===== config.mk =====
export PLATFORM = sky130hd
export DESIGN_NAME = display_scan_flat
export DESIGN_NICKNAME = d
export VERILOG_FILES = /design/src/rtl/display_pkg.sv /design/src/rtl/display_scan_if.sv /design/src/rtl/scan_tick_gen.sv /design/src/rtl/display_scan.sv /design/src/flat_wrapper.sv
export SDC_FILE = /design/constraint.sdc
export NUM_CORES = 1
export LEC_CHECK = 0
export ABC_AREA = 0
export BUFFER_PORTS_ARGS = -buffer_cell sky130_fd_sc_hd__buf_2
export CAP_MARGIN = 20
export CORE_UTILIZATION = 59
export CTS_CLUSTER_DIAMETER = 80
export DETAILED_ROUTE_END_ITERATION = 10
export PLACE_DENSITY_LB_ADDON = 0.3
export SLEW_MARGIN = 0
export SYNTH_ARGS = -nofsm -noshare
export SYNTH_HDL_FRONTEND = slang
export SYNTH_SLANG_ARGS = --single-unit

===== constraint.sdc =====
create_clock -name clk -period 3.6 [get_ports clk]
set_clock_uncertainty 0.1 [all_clocks]
set_input_delay 0 -clock clk [delete_from_list [all_inputs] [get_ports clk]]
set_output_delay 0 -clock clk [all_outputs]
set_load 0.02 [all_outputs]

===== src/rtl/display_pkg.sv =====
// Shared types and nibble helpers for the 8-digit scanned 7-segment display.
package display_pkg;
  localparam int NUM_DIGITS_C = 8;
  localparam int DIGIT_IDX_W  = 3;

  typedef logic [3:0]             nibble_t;
  typedef logic [DIGIT_IDX_W-1:0] digit_sel_t;

  function automatic nibble_t nibble_of(input logic [31:0] word, input digit_sel_t idx);
    logic [31:0] w_sh;
    w_sh = word >> {idx, 2'b00};
    return w_sh[3:0];
  endfunction

  // Digit idx is a leading zero when it and every digit above it are zero; digit 0 never is.
  function automatic logic lz_blank(input logic [31:0] word, input digit_sel_t idx);
    logic [31:0] w_sh;
    w_sh = word >> {idx, 2'b00};
    return (idx != '0) && (w_sh == '0);
  endfunction
endpackage


===== src/rtl/display_scan_if.sv =====
// Load request and per-digit scan outputs between the value source, scanner and hex decoder.
interface display_scan_if import display_pkg::*; #(
  parameter int NUM_DIGITS = NUM_DIGITS_C
) ();
  logic [31:0]           data_in;
  logic                  load;
  logic                  load_pending;
  nibble_t               digit_nibble;
  logic                  digit_blank;
  logic [NUM_DIGITS-1:0] anode_n;
  digit_sel_t            digit_idx;
  logic                  frame_start;

  modport master (
    output data_in, load,
    input  load_pending, digit_nibble, digit_blank, anode_n, digit_idx, frame_start
  );

  modport slave (
    input  data_in, load,
    output load_pending, digit_nibble, digit_blank, anode_n, digit_idx, frame_start
  );
endinterface


===== src/rtl/scan_tick_gen.sv =====
// Free-running prescaler: one-cycle tick every PRESCALE clocks, shared by scanned peripherals.
module scan_tick_gen #(
  parameter int PRESCALE = 50000
) (
  input  logic clk,
  input  logic rst_n,
  output logic tick
);
  localparam int CNT_W = (PRESCALE > 1) ? $clog2(PRESCALE) : 1;
  localparam logic [CNT_W-1:0] CNT_LAST = CNT_W'(PRESCALE - 1);
  localparam logic [CNT_W-1:0] CNT_ONE  = CNT_W'(1);

  if (PRESCALE < 2) begin : g_bad_prescale
    $error("scan_tick_gen: PRESCALE must be >= 2");
  end

  logic [CNT_W-1:0] r_cnt;
  logic             w_tick;

  assign w_tick = (r_cnt == CNT_LAST);
  assign tick   = w_tick;

  always_ff @(posedge clk or negedge rst_n) begin
    if (!rst_n) begin
      r_cnt <= '0;
    end else if (w_tick) begin
      r_cnt <= '0;
    end else begin
      r_cnt <= r_cnt + CNT_ONE;
    end
  end
endmodule


===== src/rtl/display_scan.sv =====
// Digit scanner: frame-stable shadow of a 32-bit value, one nibble per slot, active-low anodes with dead time.
module display_scan import display_pkg::*; #(
  parameter int NUM_DIGITS = NUM_DIGITS_C,
  parameter int PRESCALE   = 50000,
  parameter int BLANK_LZ   = 1
) (
  input logic           clk,
  input logic           rst_n,
  display_scan_if.slave bus
);
  localparam digit_sel_t IDX_LAST = digit_sel_t'(NUM_DIGITS - 1);
  localparam digit_sel_t IDX_ONE  = digit_sel_t'(1);
  localparam logic [NUM_DIGITS-1:0] ANODE_BIT0 = {{(NUM_DIGITS-1){1'b0}}, 1'b1};

  if (NUM_DIGITS != NUM_DIGITS_C) begin : g_bad_digits
    $error("display_scan: NUM_DIGITS must be 8 for 32-bit data");
  end

  logic                  w_tick;
  logic                  w_wrap;
  digit_sel_t            w_idx_step;
  logic [31:0]           w_shadow_next;

  digit_sel_t            r_idx;
  logic [31:0]           r_staging;
  logic [31:0]           r_shadow;
  logic                  r_load_pending;
  logic [NUM_DIGITS-1:0] r_anode_n;
  nibble_t               r_digit_nibble;
  logic                  r_digit_blank;
  logic                  r_frame_start;

  scan_tick_gen #(.PRESCALE(PRESCALE)) u_tick (
    .clk   (clk),
    .rst_n (rst_n),
    .tick  (w_tick)
  );

  assign w_wrap     = w_tick && (r_idx == IDX_LAST);
  assign w_idx_step = (r_idx == IDX_LAST) ? '0 : r_idx + IDX_ONE;

  // A load landing on the wrap cycle bypasses staging so it is not held a whole extra frame.
  always_comb begin
    w_shadow_next = r_shadow;
    if (w_wrap) begin
      if (bus.load) begin
        w_shadow_next = bus.data_in;
      end else if (r_load_pending) begin
        w_shadow_next = r_staging;
      end
    end
  end

  always_ff @(posedge clk or negedge rst_n) begin
    if (!rst_n) begin
      r_idx          <= '0;
      r_staging      <= '0;
      r_shadow       <= '0;
      r_load_pending <= 1'b0;
    end else begin
      if (bus.load) begin
        r_staging <= bus.data_in;
      end
      r_shadow <= w_shadow_next;
      if (w_wrap) begin
        r_load_pending <= 1'b0;
      end else if (bus.load) begin
        r_load_pending <= 1'b1;
      end
      if (w_tick) begin
        r_idx <= w_idx_step;
      end
    end
  end

  // Slot change: all anodes off for one cycle while the decoder settles on the new nibble.
  always_ff @(posedge clk or negedge rst_n) begin
    if (!rst_n) begin
      r_anode_n      <= '1;
      r_digit_nibble <= '0;
      r_digit_blank  <= 1'b1;
      r_frame_start  <= 1'b0;
    end else if (w_tick) begin
      r_anode_n      <= '1;
      r_digit_nibble <= nibble_of(w_shadow_next, w_idx_step);
      r_digit_blank  <= 1'b1;
      r_frame_start  <= (w_idx_step == '0);
    end else begin
      r_anode_n      <= ~(ANODE_BIT0 << r_idx);
      r_digit_nibble <= nibble_of(r_shadow, r_idx);
      r_digit_blank  <= (BLANK_LZ != 0) && lz_blank(r_shadow, r_idx);
      r_frame_start  <= 1'b0;
    end
  end

  assign bus.load_pending = r_load_pending;
  assign bus.digit_nibble = r_digit_nibble;
  assign bus.digit_blank  = r_digit_blank;
  assign bus.anode_n      = r_anode_n;
  assign bus.digit_idx    = r_idx;
  assign bus.frame_start  = r_frame_start;
endmodule


===== src/flat_wrapper.sv =====
// flat-port wrapper written by rule: the top's interface ports become plain ports
module display_scan_flat import display_pkg::*;
#(
  parameter int NUM_DIGITS = NUM_DIGITS_C,
  parameter int PRESCALE   = 50000,
  parameter int BLANK_LZ   = 1
)
  (clk, rst_n, bus_data_in, bus_load, bus_load_pending, bus_digit_nibble, bus_digit_blank, bus_anode_n, bus_digit_idx, bus_frame_start);
  display_scan_if #(.NUM_DIGITS(NUM_DIGITS)) bus_i ();
  input logic clk;
  input logic rst_n;
  input wire logic [$bits(bus_i.data_in)-1:0] bus_data_in;
  input wire logic [$bits(bus_i.load)-1:0] bus_load;
  output wire logic [$bits(bus_i.load_pending)-1:0] bus_load_pending;
  output wire logic [$bits(bus_i.digit_nibble)-1:0] bus_digit_nibble;
  output wire logic [$bits(bus_i.digit_blank)-1:0] bus_digit_blank;
  output wire logic [$bits(bus_i.anode_n)-1:0] bus_anode_n;
  output wire logic [$bits(bus_i.digit_idx)-1:0] bus_digit_idx;
  output wire logic [$bits(bus_i.frame_start)-1:0] bus_frame_start;
  assign bus_i.data_in = bus_data_in;
  assign bus_i.load = bus_load;
  assign bus_load_pending = bus_i.load_pending;
  assign bus_digit_nibble = bus_i.digit_nibble;
  assign bus_digit_blank = bus_i.digit_blank;
  assign bus_anode_n = bus_i.anode_n;
  assign bus_digit_idx = bus_i.digit_idx;
  assign bus_frame_start = bus_i.frame_start;
  display_scan #(.NUM_DIGITS(NUM_DIGITS), .PRESCALE(PRESCALE), .BLANK_LZ(BLANK_LZ)) u_core (.clk(clk), .rst_n(rst_n), .bus(bus_i));
endmodule

==> results by stage, run 1 <==
Synthesis:
- The prevailing post-synth register cell is sky130_fd_sc_hd__dfrtp_1.
- Of the synthesized area, sequential elements account for between 50% and 60%.
- The post-synthesis average cell area is roughly 10 sq um.
- The net count after synthesis is 538.
- The number of enable flip-flop cells after synthesis is 0.
- The number of library cell types mapped by synthesis is 44.
- In this run the cell area of the synthesized design comes to between 4000 and 5000 sq um.
- The total of flip-flops plus latches after synthesis is roughly 100.
- After technology mapping, the gate count stands at slightly below 500.
- Counting flops with an async set or reset pin after synthesis yields a share of 100%.
- The number of warnings issued by yosys is 0.

Timing:
- Setup repair after global routing left no endpoint under its margin.
- The number of max-slew violations in the final report is 0.
- The max-slew headroom at the worst pin is 40.8%.
- Across all setup checks in the final design, the least slack found is around 560 ps.
- The final critical path takes up approximately 84% of the cycle.
- The worst-margin pin slew is 888 ps.
- For the final routed database, the setup TNS stands at 0 ps.
- Hold is met by slightly below 10 ps.
- The upper clock frequency limit is about 330 MHz.
- After layout, the minimum clock period comes to just over 3000 ps.
- The final setup violation count is 0.
- The count of final hold-check violations is 0.

Die:
- The total area inside the core boundary comes to around 7900 sq um.
- Pin placement for this block handled between 50 and 60 I/O pins.
- The die boundary height is ~93 um.
- In this run the core area contains 32 standard-cell rows.
- The area of the die is 8700 sq um.
- For this configuration, the core starts out at a cell density of between 60% and 70%.
- Measured along the x axis, the die boundary spans 93.3 um.

CTS:
- The number of buffers on the longest clock path is 2.
- CTS placed an instance of sky130_fd_sc_hd__clkbuf_8 at the clock tree root.
- Counting the buffers created by CTS gives 9.
- CTS built an H-tree with a depth of 3.
- TritonCTS built the clock tree.
- After clock tree synthesis, the clock-pin slew on the worst setup and hold paths is 90 ps.
- Clock latency on the worst-skew pair, taken at its later pin, is approximately 370 ps.
- CTS saw 98 sinks.

Global route:
- The number of global-route vias before repair is approximately 4000.
- For this run the aggregate overflow at the end of global routing stands at 0.
- The pin count of the biggest net entering global routing is 72.
- Global routing consumed, over all layers together, a little under a third of the routing resources.
- The number of antenna violations at the first check in global routing is 0.
- The first global-routing pass estimated between 20000 and 25000 um of wire.

Route:
- The residual DRC count is 0.
- The total routed wirelength is around 12000 um.
- For this block, the initial DRC count from the detailed router was between 400 and 500.
- The per-cell via count in the routed design is about 6.2.
- The wire length per cell is 17.8 um.
- For this run, the detailed router's first-pass iteration total came to 5.
- The detailed router placed between 4000 and 5000 vias in this run.
- The detail route stage leaves a number of antenna-violating nets equal to 0.

Final layout:
- The fraction of final layout cells sized beyond drive strength 1 is between 15 and 20%.
- The number of non-filler instances in the completed layout is roughly 700.
- The area growth from synthesis to layout is 18.3%.
- The multi-input gate area in the final layout is roughly 2200 sq um.
- Across the whole layout, storage elements account for around 2500 sq um.
- For this run, the share of the core covered by cells in the final layout is 73.7%.
- The net count of the finished layout is 615.
- The diode insertion count for antenna repair is 0.
- The cell area after layout is about 5800 sq um.
- The fill cell instance count of the final layout is between 500 and 600.

Place:
- Once placement completed, the tool counted placed cells totaling around 630.
- Timing analysis after detailed placement gives a worst setup slack of approximately 700 ps.
- The total of buffers placed on input and output ports is between 50 and 60.
- The cell area after placement is between 5000 and 6000 sq um.
- The placer congestion estimate is 0.889.
- The detailed placement HPWL is roughly 8000 um.

Setup path:
- The signal arrival time at the worst endpoint is roughly 3100 ps.
- The logic depth of the worst register-to-register path is 9.
- The startpoint type of the worst setup path is a flop.
- At the worst endpoint, the required time is between 3000 and 4000 ps.
- The type of the worst setup path is flop to flop.
- The largest driver fanout on the critical path is 34.
- The capturing element type of the critical path is a flop.

Job:
- Max-cap violations in this run came to 0.

Power and ir drop:
- Summed over all cells, the static leakage comes to roughly 2.5 nW.
- The largest voltage drop on the vdd net is 0.228 mV.
- The total power is just over 2 mW.
- The power density relative to cell area is around 350 nW/um^2.

Hold path:
- The path category of the worst min-delay check is input port to flop.
- Along the worst hold path, the cell count comes to 3.

Run status:
- The flow ran to the end, and the final reports show no timing, DRC or antenna violations.
flip-flops by register name (all words and copies together), names as in the netlist:
register / cells
u_core.r_shadow: 32
u_core.r_staging: 32
u_core.u_tick.r_cnt: 16
u_core.bus.anode_n: 8
u_core.bus.digit_nibble: 4
u_core.bus.digit_idx: 3
u_core.bus.digit_blank: 1
u_core.bus.frame_start: 1
u_core.bus.load_pending: 1
final timing paths:
check | start | slack (ps) | end
setup reg to reg | u_core.bus.digit_idx[2] | 560 | u_core.bus.digit_nibble[2]
hold reg to reg | u_core.u_tick.r_cnt[0] | 400 | u_core.u_tick.r_cnt[0]
hold / removal | bus_load | 10 | u_core.r_staging[2]
setup / recovery | u_core.bus.digit_idx[2] | 560 | u_core.bus.digit_nibble[2]
min in group asynchronous | rst_n | 200 | u_core.r_staging[24]
max in group asynchronous | rst_n | 2250 | u_core.r_shadow[26]
cell usage in the layout, fill, tap and decap left out, types with 14 or more instances in the layout:
cell type,count
sky130_fd_sc_hd__a32oi_1,24
sky130_fd_sc_hd__buf_2,51
sky130_fd_sc_hd__dfrtp_1,89
sky130_fd_sc_hd__dlygate4sd3_1,37
sky130_fd_sc_hd__inv_1,39
sky130_fd_sc_hd__mux4_2,14
sky130_fd_sc_hd__nand2_1,77
sky130_fd_sc_hd__nor2_1,37
sky130_fd_sc_hd__o211ai_1,27
sky130_fd_sc_hd__o21ai_0,42
power by group:
group          total [mW]  switching (mW)  internal (mW)
Sequential           1.15          0.0189           1.13
Combinational       0.139          0.0797         0.0598
Clock               0.730           0.390          0.340
critical path, stage by stage, from the launching register on:
cell and delay [ps]:
sky130_fd_sc_hd__dfrtp_1 600, sky130_fd_sc_hd__ha_1 320, sky130_fd_sc_hd__and4_1 260, sky130_fd_sc_hd__nand4_2 130, sky130_fd_sc_hd__inv_2 470, sky130_fd_sc_hd__a31oi_1 190
sky130_fd_sc_hd__o211ai_1 190, sky130_fd_sc_hd__o41ai_1 100, sky130_fd_sc_hd__o41ai_1 390, sky130_fd_sc_hd__a41oi_1 100
Yosys cell counts (2+ instances only):
| cell type | n | area [sq um] |
|---|---|---|
| sky130_fd_sc_hd__mux2i_1 | 7 | 70.1 |
| sky130_fd_sc_hd__a41oi_1 | 3 | 26.3 |
| sky130_fd_sc_hd__dfrtp_1 | 89 | 2230 |
| sky130_fd_sc_hd__a21oi_1 | 4 | 20.0 |
| sky130_fd_sc_hd__clkbuf_1 | 24 | 90.1 |
| sky130_fd_sc_hd__nor3_1 | 7 | 35.0 |
| sky130_fd_sc_hd__nor2_1 | 37 | 139 |
| sky130_fd_sc_hd__and4bb_2 | 2 | 25.0 |
| sky130_fd_sc_hd__nand2_1 | 77 | 289 |
| sky130_fd_sc_hd__ha_1 | 7 | 87.6 |
| sky130_fd_sc_hd__o22ai_1 | 7 | 43.8 |
| sky130_fd_sc_hd__o41ai_1 | 3 | 26.3 |
| sky130_fd_sc_hd__buf_2 | 5 | 25.0 |
| sky130_fd_sc_hd__and2_1 | 4 | 25.0 |
| sky130_fd_sc_hd__xnor2_1 | 7 | 61.3 |
| sky130_fd_sc_hd__and4_1 | 2 | 17.5 |
| sky130_fd_sc_hd__mux4_2 | 14 | 315 |
| sky130_fd_sc_hd__buf_1 | 2 | 7.51 |
| sky130_fd_sc_hd__inv_2 | 2 | 7.51 |
| sky130_fd_sc_hd__inv_1 | 39 | 146 |
| sky130_fd_sc_hd__dfstp_2 | 9 | 236 |
| sky130_fd_sc_hd__a31oi_1 | 8 | 50.1 |
| sky130_fd_sc_hd__nand4_1 | 4 | 25.0 |
| sky130_fd_sc_hd__nor4_1 | 5 | 31.3 |
| sky130_fd_sc_hd__o21ai_0 | 42 | 210 |
| sky130_fd_sc_hd__o211ai_1 | 27 | 203 |
| sky130_fd_sc_hd__a32oi_1 | 24 | 210 |
| sky130_fd_sc_hd__xor2_1 | 4 | 35.0 |
| sky130_fd_sc_hd__nand3_1 | 13 | 65.1 |
| sky130_fd_sc_hd__and3_1 | 3 | 18.8 |
| sky130_fd_sc_hd__or4_1 | 2 | 15.0 |
layout make-up:
cell class                      count  share of cell area (%)
Sequential cell                    98                    42.4
Multi-Input combinational cell    325                    37.2
Timing Repair Buffer               98                    12.0
Inverter                           41                    2.65
Clock buffer                       10                    2.37
Tap cell                          102                    2.19
Clock inverter                      6                    1.14
routing by layer:
| layer | up-vias | wire length, um | GRT usage [%] |
|---|---|---|---|
| met3 | 53 | 868 | 6.26 |
| li1 | 1942 | - | - |
| met5 | - | 0 | 0 |
| met1 | 2023 | 5170 | 44.0 |
| met2 | 208 | 5590 | 46.8 |
| met4 | 0 | 450 | 12.7 |
cell families (layout without fill, tap and decap cells):
family	Yosys count	count (layout)	share of synthesized area (%)
AOI/OAI and AO/OA	125	125	17.3
xor gates and xnor gates	11	11	1.96
adders and majority gates	7	7	1.78
buffers and inverters	73	155	5.85
DFF	98	98	50.1
muxes	22	22	8.07
and+or+nand+nor	160	160	15.0
what timing repair did:
item | 4_1_cts | 5_1_grt
hold buffers | 37 | 0
buffers inserted | 0 | 0
resized for setup | 0 | 0
hold endpoints to repair | 125 | 0
Note: power is estimated with default switching activity, not from simulation.
==> inputs of run 2 (changes only) <==
- clock period: 3.6 -> 2.86 ns (I/O delays scaled with it)
==> run 2 against run 1 <==
- hold slack gained 46 ps
- clock-buffer cell count is the same
- final cell count grew 1.3%
- critical path depth grew 2
- final area grew 2.2%
- sequential cell count is the same
- clock power grew 38%
- fmax grew 10%
==> results by stage, run 2 (synthesis results as in run 1) <==
Run status:
- The run finished with clean final reports.

Global route:
- met2 is the most crowded layer.
- The all-layer global routing usage is 32.7% (+1.8 points).
- The pin count of the biggest net entering global routing is 86 (+19%).
- The met3 track demand over resource in global routing is 7.89% (+1.6 points).
- The number of global-route vias before repair came to 4261 (+5.9%).
- The aggregate global routing overflow is 0 (unchanged).
- The number of antenna violations at the first check in global routing was 0 (unchanged).
- The met1 global-route usage is 45.0% (+1.0 points).
- The first-pass GRT wire length is 21400 um (+4.1%).
- The met2 layer usage reported by global route is 50.6% (+3.7 points).

Place:
- The detailed placement HPWL came to 8640 um (+9.2%).
- The count of placed standard cells including taps came to 637 (+1.6%).
- The placer congestion estimate was 0.933 (+5.0%).
- The total of buffers placed on input and output ports is 52 (unchanged).

Setup path:
- The critical path ends at u_core.bus.digit_nibble[0].
- The capturing element type of the critical path is a flop.
- The signal arrival time at the worst endpoint is 2890 ps (-250 ps).
- The worst setup path is of the flop to flop kind.
- The largest driver fanout on the critical path is 34 (unchanged).
- The worst register-to-register path begins at u_core.bus.digit_idx[0].
- The startpoint type of the worst setup path is a flop.
- The logic depth of the worst register-to-register path was 11 (+2).
- The endpoint identified for the worst register-to-register timing path is u_core.bus.digit_nibble[0].
- The register-to-register path setup slack is 110 ps (-460 ps).
- The beginning of the critical path is u_core.bus.digit_idx[0].
- The required time of the worst setup path came to 3000 ps (-710 ps).

Route:
- The residual DRC count is 0 (unchanged).
- The total number of vias is 4336 (+2.6%).
- The wire length per cell was 19.1 um (+7.5%).
- The total routed wirelength is 13200 um (+8.9%).
- The length of the first detailed-routing pass in iterations was 6 (+1).
- The per-cell via count in the routed design is 6.29 (+1.3%).
- The DRC violation total after the first TritonRoute iteration is 494 (+6.2%).
- The number of nets with antenna violations after routing is 0 (unchanged).

CTS:
- The number of buffers on the longest clock path is 2 (unchanged).
- The number of buffers created by CTS is 9 (unchanged).
- The H-tree depth was 3 (unchanged).
- The clock slew at the register clock pins of the worst setup and hold paths was 100 ps (about the same).
- The cell sitting at the root of the clock tree is a sky130_fd_sc_hd__clkbuf_8.
- The TritonCTS clock tree is yes.
- The number of clock sinks seen by CTS is 98 (unchanged).
- The source-to-sink clock delay at the later pin of the worst-skew pair came to 360 ps (about the same).

Final layout:
- The top cell types in the final layout, fill and taps aside, are 89 x sky130_fd_sc_hd__dfrtp_1, 77 x sky130_fd_sc_hd__nand2_1, 51 x sky130_fd_sc_hd__buf_2, 42 x sky130_fd_sc_hd__o21ai_0, 39 x sky130_fd_sc_hd__inv_1.
- The fraction of final layout cells sized beyond drive strength 1 is 20.4% (+1.9 points).
- The sequential cell area is 2460 sq um (unchanged).
- The library cell used most frequently in the layout, excluding fill and tap cells, is sky130_fd_sc_hd__dfrtp_1.
- The multi-input gate area in the final layout came to 2170 sq um (+0.35%).
- From synthesis to final layout, the design area changed by 20.9%.
- The diode insertion count for antenna repair is 0 (unchanged).
- The fill cell instance count of the final layout is 538 (-1.1%).
- The largest registers in the layout are u_core.r_shadow x32, u_core.r_staging x32, u_core.u_tick.r_cnt x16.
- The net total in the final layout is 624 (+1.5%).
- The number of non-filler instances in the completed layout is 689 (+1.3%).

Hold path:
- The path category of the worst min-delay check is input port to flop.

Job:
- The max-cap check violation count is 0 (unchanged).

Power and ir drop:
- The total power is 2.65 mW (+31%).
- The leakage power is 2.61 nW (+3.3%).
- The largest voltage drop on the vdd net is 0.382 mV (+67%).
- The power density relative to cell area was 445 nW/um^2 (+28%).

Timing:
- The max-slew headroom at the worst pin is 63.0% (+22 points).
- The final period utilization is 96.3% (+12 points).
- The upper clock frequency limit is 363 MHz (+10%).
- The count of final hold-check violations came to 0 (unchanged).
- The final sum of negative setup slack is 0 ps (unchanged).
- The worst-margin pin slew was 554 ps (-334 ps).
- The number of max-slew violations in the final report is 0 (unchanged).
- The final setup violation count came to 0 (unchanged).
- The time the final worst path needs with I/O delays and setup is 2750 ps (-281 ps).

Die:
- The core footprint is 7890 sq um (unchanged).
- The chip width is 93.3 um (unchanged).
- The area of the die is 8700 sq um (unchanged).
- The boundary pin count is 53 (unchanged).
- The number of standard-cell rows in the floorplan is 32 (unchanged).
- The die boundary height is 93.3 um (unchanged).
- The starting density of the core is 62.3% (unchanged).
## run 2: changes by cell type in the layout (fill, tap and decap cells not counted), sizes merged
| cell | before | now |
|---|---|---|
| clkinvlp | 3 | 1 |
| buf | 61 | 73 |
| clkinv | 2 | 3 |
| dlygate4sd3 | 37 | 34 |
| bufinv | 1 | 2 |
## run 2: how the worst min path moves through the flow
stage               startpoint                      end  slack [ps]  depth (start not counted)
2_1_floorplan            rst_n  u_core.bus.digit_idx[0]        -400                          0
3_3_place_gp   bus_data_in[26]     u_core.r_staging[26]         130                          3
3_5_place_dp    bus_data_in[9]      u_core.r_staging[9]         140                          3
4_1_cts               bus_load     u_core.r_staging[20]          30                          2
5_1_grt               bus_load     u_core.r_staging[20]          70                          2
6_report              bus_load     u_core.r_staging[28]          60                          2
## run 2: timing repair
item | in CTS | in global routing
hold buffers | 33 | 1
endpoints found under the setup margin | 0 | 2
buffers inserted | 0 | 1
resized for setup | 0 | 2
endpoints found under the hold margin | 143 | 8
## run 2: final cells by class
| cell class | instances | share of cell area, % |
|---|---|---|
| Timing Repair Buffer | 107 | 13.4 |
| Inverter | 41 | 2.59 |
| Clock buffer | 10 | 2.32 |
| Tap cell | 102 | 2.15 |
| Clock inverter | 6 | 1.52 |
| Multi-Input combinational cell | 325 | 36.6 |
| Sequential cell | 98 | 41.5 |
## run 2: where the power goes
part	internal [mW]	total [mW]	switching, mW
clock network	0.518	1.01	0.492
registers	1.43	1.46	0.0281
logic	0.0784	0.181	0.103
total	2.02	2.65	0.623
## run 2: per-stage QoR
step                setup WS [ps]  utilization [%]  area [sq um]  hold WS [ps]
finish                        106             75.3          5940          56.4
global placement              272             67.6          5330           128
detailed placement            192             67.6          5330           138
CTS                           131             74.6          5890          32.8
global route                -5.54             75.3          5940          67.0
floorplan                     164                -          4920          -396
## run 2: layer usage
metal | vias up | share of wire [%]
li1 | 1954 | -
met4 | 0 | 2.7
met1 | 2095 | 41
met2 | 249 | 47
met5 | - | 0
met3 | 38 | 8.6
## run 2: critical path, cell delays in order, from the launching register on
cell                       delay, ps
sky130_fd_sc_hd__dfrtp_1         410
sky130_fd_sc_hd__ha_1            230
sky130_fd_sc_hd__ha_1            210
sky130_fd_sc_hd__and4_1          190
sky130_fd_sc_hd__nand4_2         120
sky130_fd_sc_hd__inv_2            50
sky130_fd_sc_hd__buf_12          160
sky130_fd_sc_hd__a32oi_1         260
sky130_fd_sc_hd__o211ai_1        150
sky130_fd_sc_hd__mux4_2          470
sky130_fd_sc_hd__mux2i_1         150
sky130_fd_sc_hd__a21oi_1         110
==> inputs of run 3 (changes only) <==
- BUFFER_PORTS_ARGS: -buffer_cell sky130_fd_sc_hd__buf_2 -> default
- CORE_ASPECT_RATIO: default -> 1.75
- CORE_UTILIZATION: 59 -> 63
- DONT_BUFFER_PORTS: default -> 1
- HOLD_SLACK_MARGIN: default -> 0.12
==> run 3 against run 2 <==
- non-clock buffer count grew 5
- power grew 10%
- core utilization grew 8.2 points
- via count rose by 5.4%
==> results by stage, run 3 (synthesis results as in run 1) <==
Global route:
- The all-layer global routing usage is 40.7% (+8.0 points).
- The pin count of the biggest net entering global routing is 99 (+15%).
- The aggregate global routing overflow is 0 (unchanged).
- The number of antenna violations at the first check in global routing is 0 (unchanged).
- The first-pass GRT wire length was 23700 um (+11%).
- The number of global-route vias before repair is 4730 (+11%).

Place:
- The total of buffers placed on input and output ports is 0 (-100%).
- The cell area after placement is 5020 sq um (-5.8%).
- The worst setup timing slack at the placement stage came to 176 ps (-16.3 ps).
- The detailed placement HPWL is 8520 um (-1.4%).
- The placer congestion estimate is 0.974 (+4.4%).

CTS:
- The buffer count from post-CTS setup fixing is 0 (unchanged).
- The source-to-sink clock delay at the later pin of the worst-skew pair is 350 ps (about the same).
- The clock root buffer is sky130_fd_sc_hd__clkbuf_16.
- The clock slew at the register clock pins of the worst setup and hold paths came to 70 ps (-30 ps).
- The TritonCTS clock tree is yes.
- The number of buffers on the longest clock path is 2 (unchanged).
- The H-tree depth is 3 (unchanged).
- The number of clock sinks seen by CTS is 98 (unchanged).
- The number of buffers created by CTS is 9 (unchanged).

Route:
- The number of nets with antenna violations after routing is 0 (unchanged).
- The DRC violation total after the first TritonRoute iteration is 581 (+18%).
- The total routed wirelength was 14800 um (+12%).
- The total number of vias was 4572 (+5.4%).
- The wire length per cell is 21.8 um (+14%).
- The length of the first detailed-routing pass in iterations is 5 (-1).
- The residual DRC count is 0 (unchanged).
- The per-cell via count in the routed design came to 6.72 (+6.8%).

Setup path:
- The largest driver fanout on the critical path is 21 (-38%).
- The signal arrival time at the worst endpoint came to 2930 ps (+40 ps).
- The worst setup path is launched from a flop.
- The required time of the worst setup path is 3000 ps (about the same).
- The type of the worst setup path is flop to flop.
- STA classifies the critical path endpoint as a flop.

Timing:
- The count of final hold-check violations came to 0 (unchanged).
- The final setup violation count is 0 (unchanged).
- The time the final worst path needs with I/O delays and setup is 2800 ps (+42.8 ps).
- The worst-margin pin slew is 590 ps (+36.8 ps).
- The upper clock frequency limit came to 358 MHz (-1.5%).
- The number of max-slew violations in the final report was 0 (unchanged).
- The final sum of negative setup slack is 0 ps (unchanged).
- The max-slew headroom at the worst pin came to 60.5% (-2.5 points).
- Setup repair after global routing left no endpoint under its margin.
- The final period utilization is 97.8% (+1.5 points).
- The final worst setup slack is 63.2 ps (-42.8 ps).

Final layout:
- The multi-input gate area in the final layout is 2190 sq um (+0.69%).
- The fraction of final layout cells sized beyond drive strength 1 is 11.8% (-8.6 points).
- The largest registers in the layout are u_core.r_shadow x32, u_core.r_staging x32, u_core.u_tick.r_cnt x16.
- Leaving out fill and tap cells, the most frequent cells in the layout are 93 x sky130_fd_sc_hd__dlygate4sd3_1, 89 x sky130_fd_sc_hd__dfrtp_1, 77 x sky130_fd_sc_hd__nand2_1, 42 x sky130_fd_sc_hd__o21ai_0, 39 x sky130_fd_sc_hd__inv_1.
- The sequential cell area is 2460 sq um (unchanged).
- The cell area after layout is 6320 sq um (+6.4%).
- Leaving out fill and tap cells, the most frequent cell in the layout is sky130_fd_sc_hd__dlygate4sd3_1.
- The diode insertion count for antenna repair is 0 (unchanged).
- The final standard cell utilization of the core is 83.5% (+8.2 points).
- The layout overhead on the synthesized area is 28.6%.
- The fill cell instance count of the final layout is 413 (-23%).
- The net total in the final layout is 629 (+0.80%).

Power and ir drop:
- The largest voltage drop on the vdd net is 0.447 mV (+17%).
- The total power is 2.92 mW (+10%).
- The power density relative to cell area is 461 nW/um^2 (+3.5%).
- The leakage power is 2.66 nW (+1.9%).

Die:
- The core footprint is 7570 sq um (-4.1%).
- The boundary pin count came to 53 (unchanged).
- The number of standard-cell rows in the floorplan is 42 (+31%).
- The starting density of the core is 65.0% (+2.6 points).
- The area of the die is 8180 sq um (-6.1%).
- The chip width came to 68.8 um (-26%).
- The die boundary height is 119 um (+27%).

Run status:
- The flow ran to the end, and the final reports show no timing, DRC or antenna violations.

Hold path:
- The path class of the tightest hold or removal check is input port to asynchronous set/reset pin.

Job:
- The max-cap check violation count is 0 (unchanged).
## run 3: cell types whose count changed in the layout (fill, tap and decap cells not counted), sizes merged
cell         previous run  this run
buf                    73        19
bufinv                  2         1
clkbuf                 10         9
clkinv                  3         6
clkinvlp                1         0
dlygate4sd3            34        93
## run 3: repair_timing
item,CTS,global route
hold buffers,95,0
endpoints found under the setup margin,0,3
endpoints found under the hold margin,164,0
resized for setup,0,7
## run 3: critical path, cell delays in order (launching register included)
cell	delay (ps)
sky130_fd_sc_hd__dfrtp_1	400
sky130_fd_sc_hd__ha_2	190
sky130_fd_sc_hd__ha_2	170
sky130_fd_sc_hd__and4_4	150
sky130_fd_sc_hd__nand4_2	110
sky130_fd_sc_hd__inv_2	60
sky130_fd_sc_hd__buf_8	160
sky130_fd_sc_hd__a32oi_2	200
sky130_fd_sc_hd__o211ai_1	270
sky130_fd_sc_hd__mux4_2	570
sky130_fd_sc_hd__mux2i_1	190
sky130_fd_sc_hd__a21oi_1	90
## run 3: path summary, 6_finish.rpt
path	from	endpoint	slack (ps)	cells after the start
min	rst_n	u_core.r_staging[24]	110	2
max in group asynchronous	rst_n	u_core.r_staging[23]	2130	2
min reg2reg	u_core.u_tick.r_cnt[0]	u_core.u_tick.r_cnt[0]	400	1
max reg2reg	u_core.bus.digit_idx[1]	u_core.bus.digit_nibble[1]	60	11
min in group clk	bus_load	u_core.r_shadow[30]	180	5
max	u_core.bus.digit_idx[1]	u_core.bus.digit_nibble[1]	60	11
## run 3: stage by stage
stage	std cells	hold slack, ps
after global routing	680	194
final	680	114
after CTS	680	154
after detailed placement	569	-393
after global placement	569	-392
after floorplan	496	-396
## run 3: area by class of cell
cell class / count / area share, %
Clock inverter: 7 / 0.950
Multi-Input combinational cell: 325 / 34.6
Timing Repair Buffer: 112 / 17.7
Clock buffer: 9 / 3.56
Inverter: 41 / 2.43
Tap cell: 88 / 1.74
Sequential cell: 98 / 39.0
## run 3: report_power, final
part	internal [mW]	switching, mW
Sequential	1.43	0.0321
Combinational	0.136	0.118
Clock	0.668	0.532
Total	2.23	0.682
## run 3: per-layer routing
metal | global-route usage [%] | up-vias | routed length, um
met5 | 0 | - | 0
met4 | 29.1 | 0 | 1250
met3 | 11.2 | 107 | 1140
met2 | 66.1 | 309 | 7640
met1 | 43.3 | 2193 | 4770
li1 | - | 1963 | -
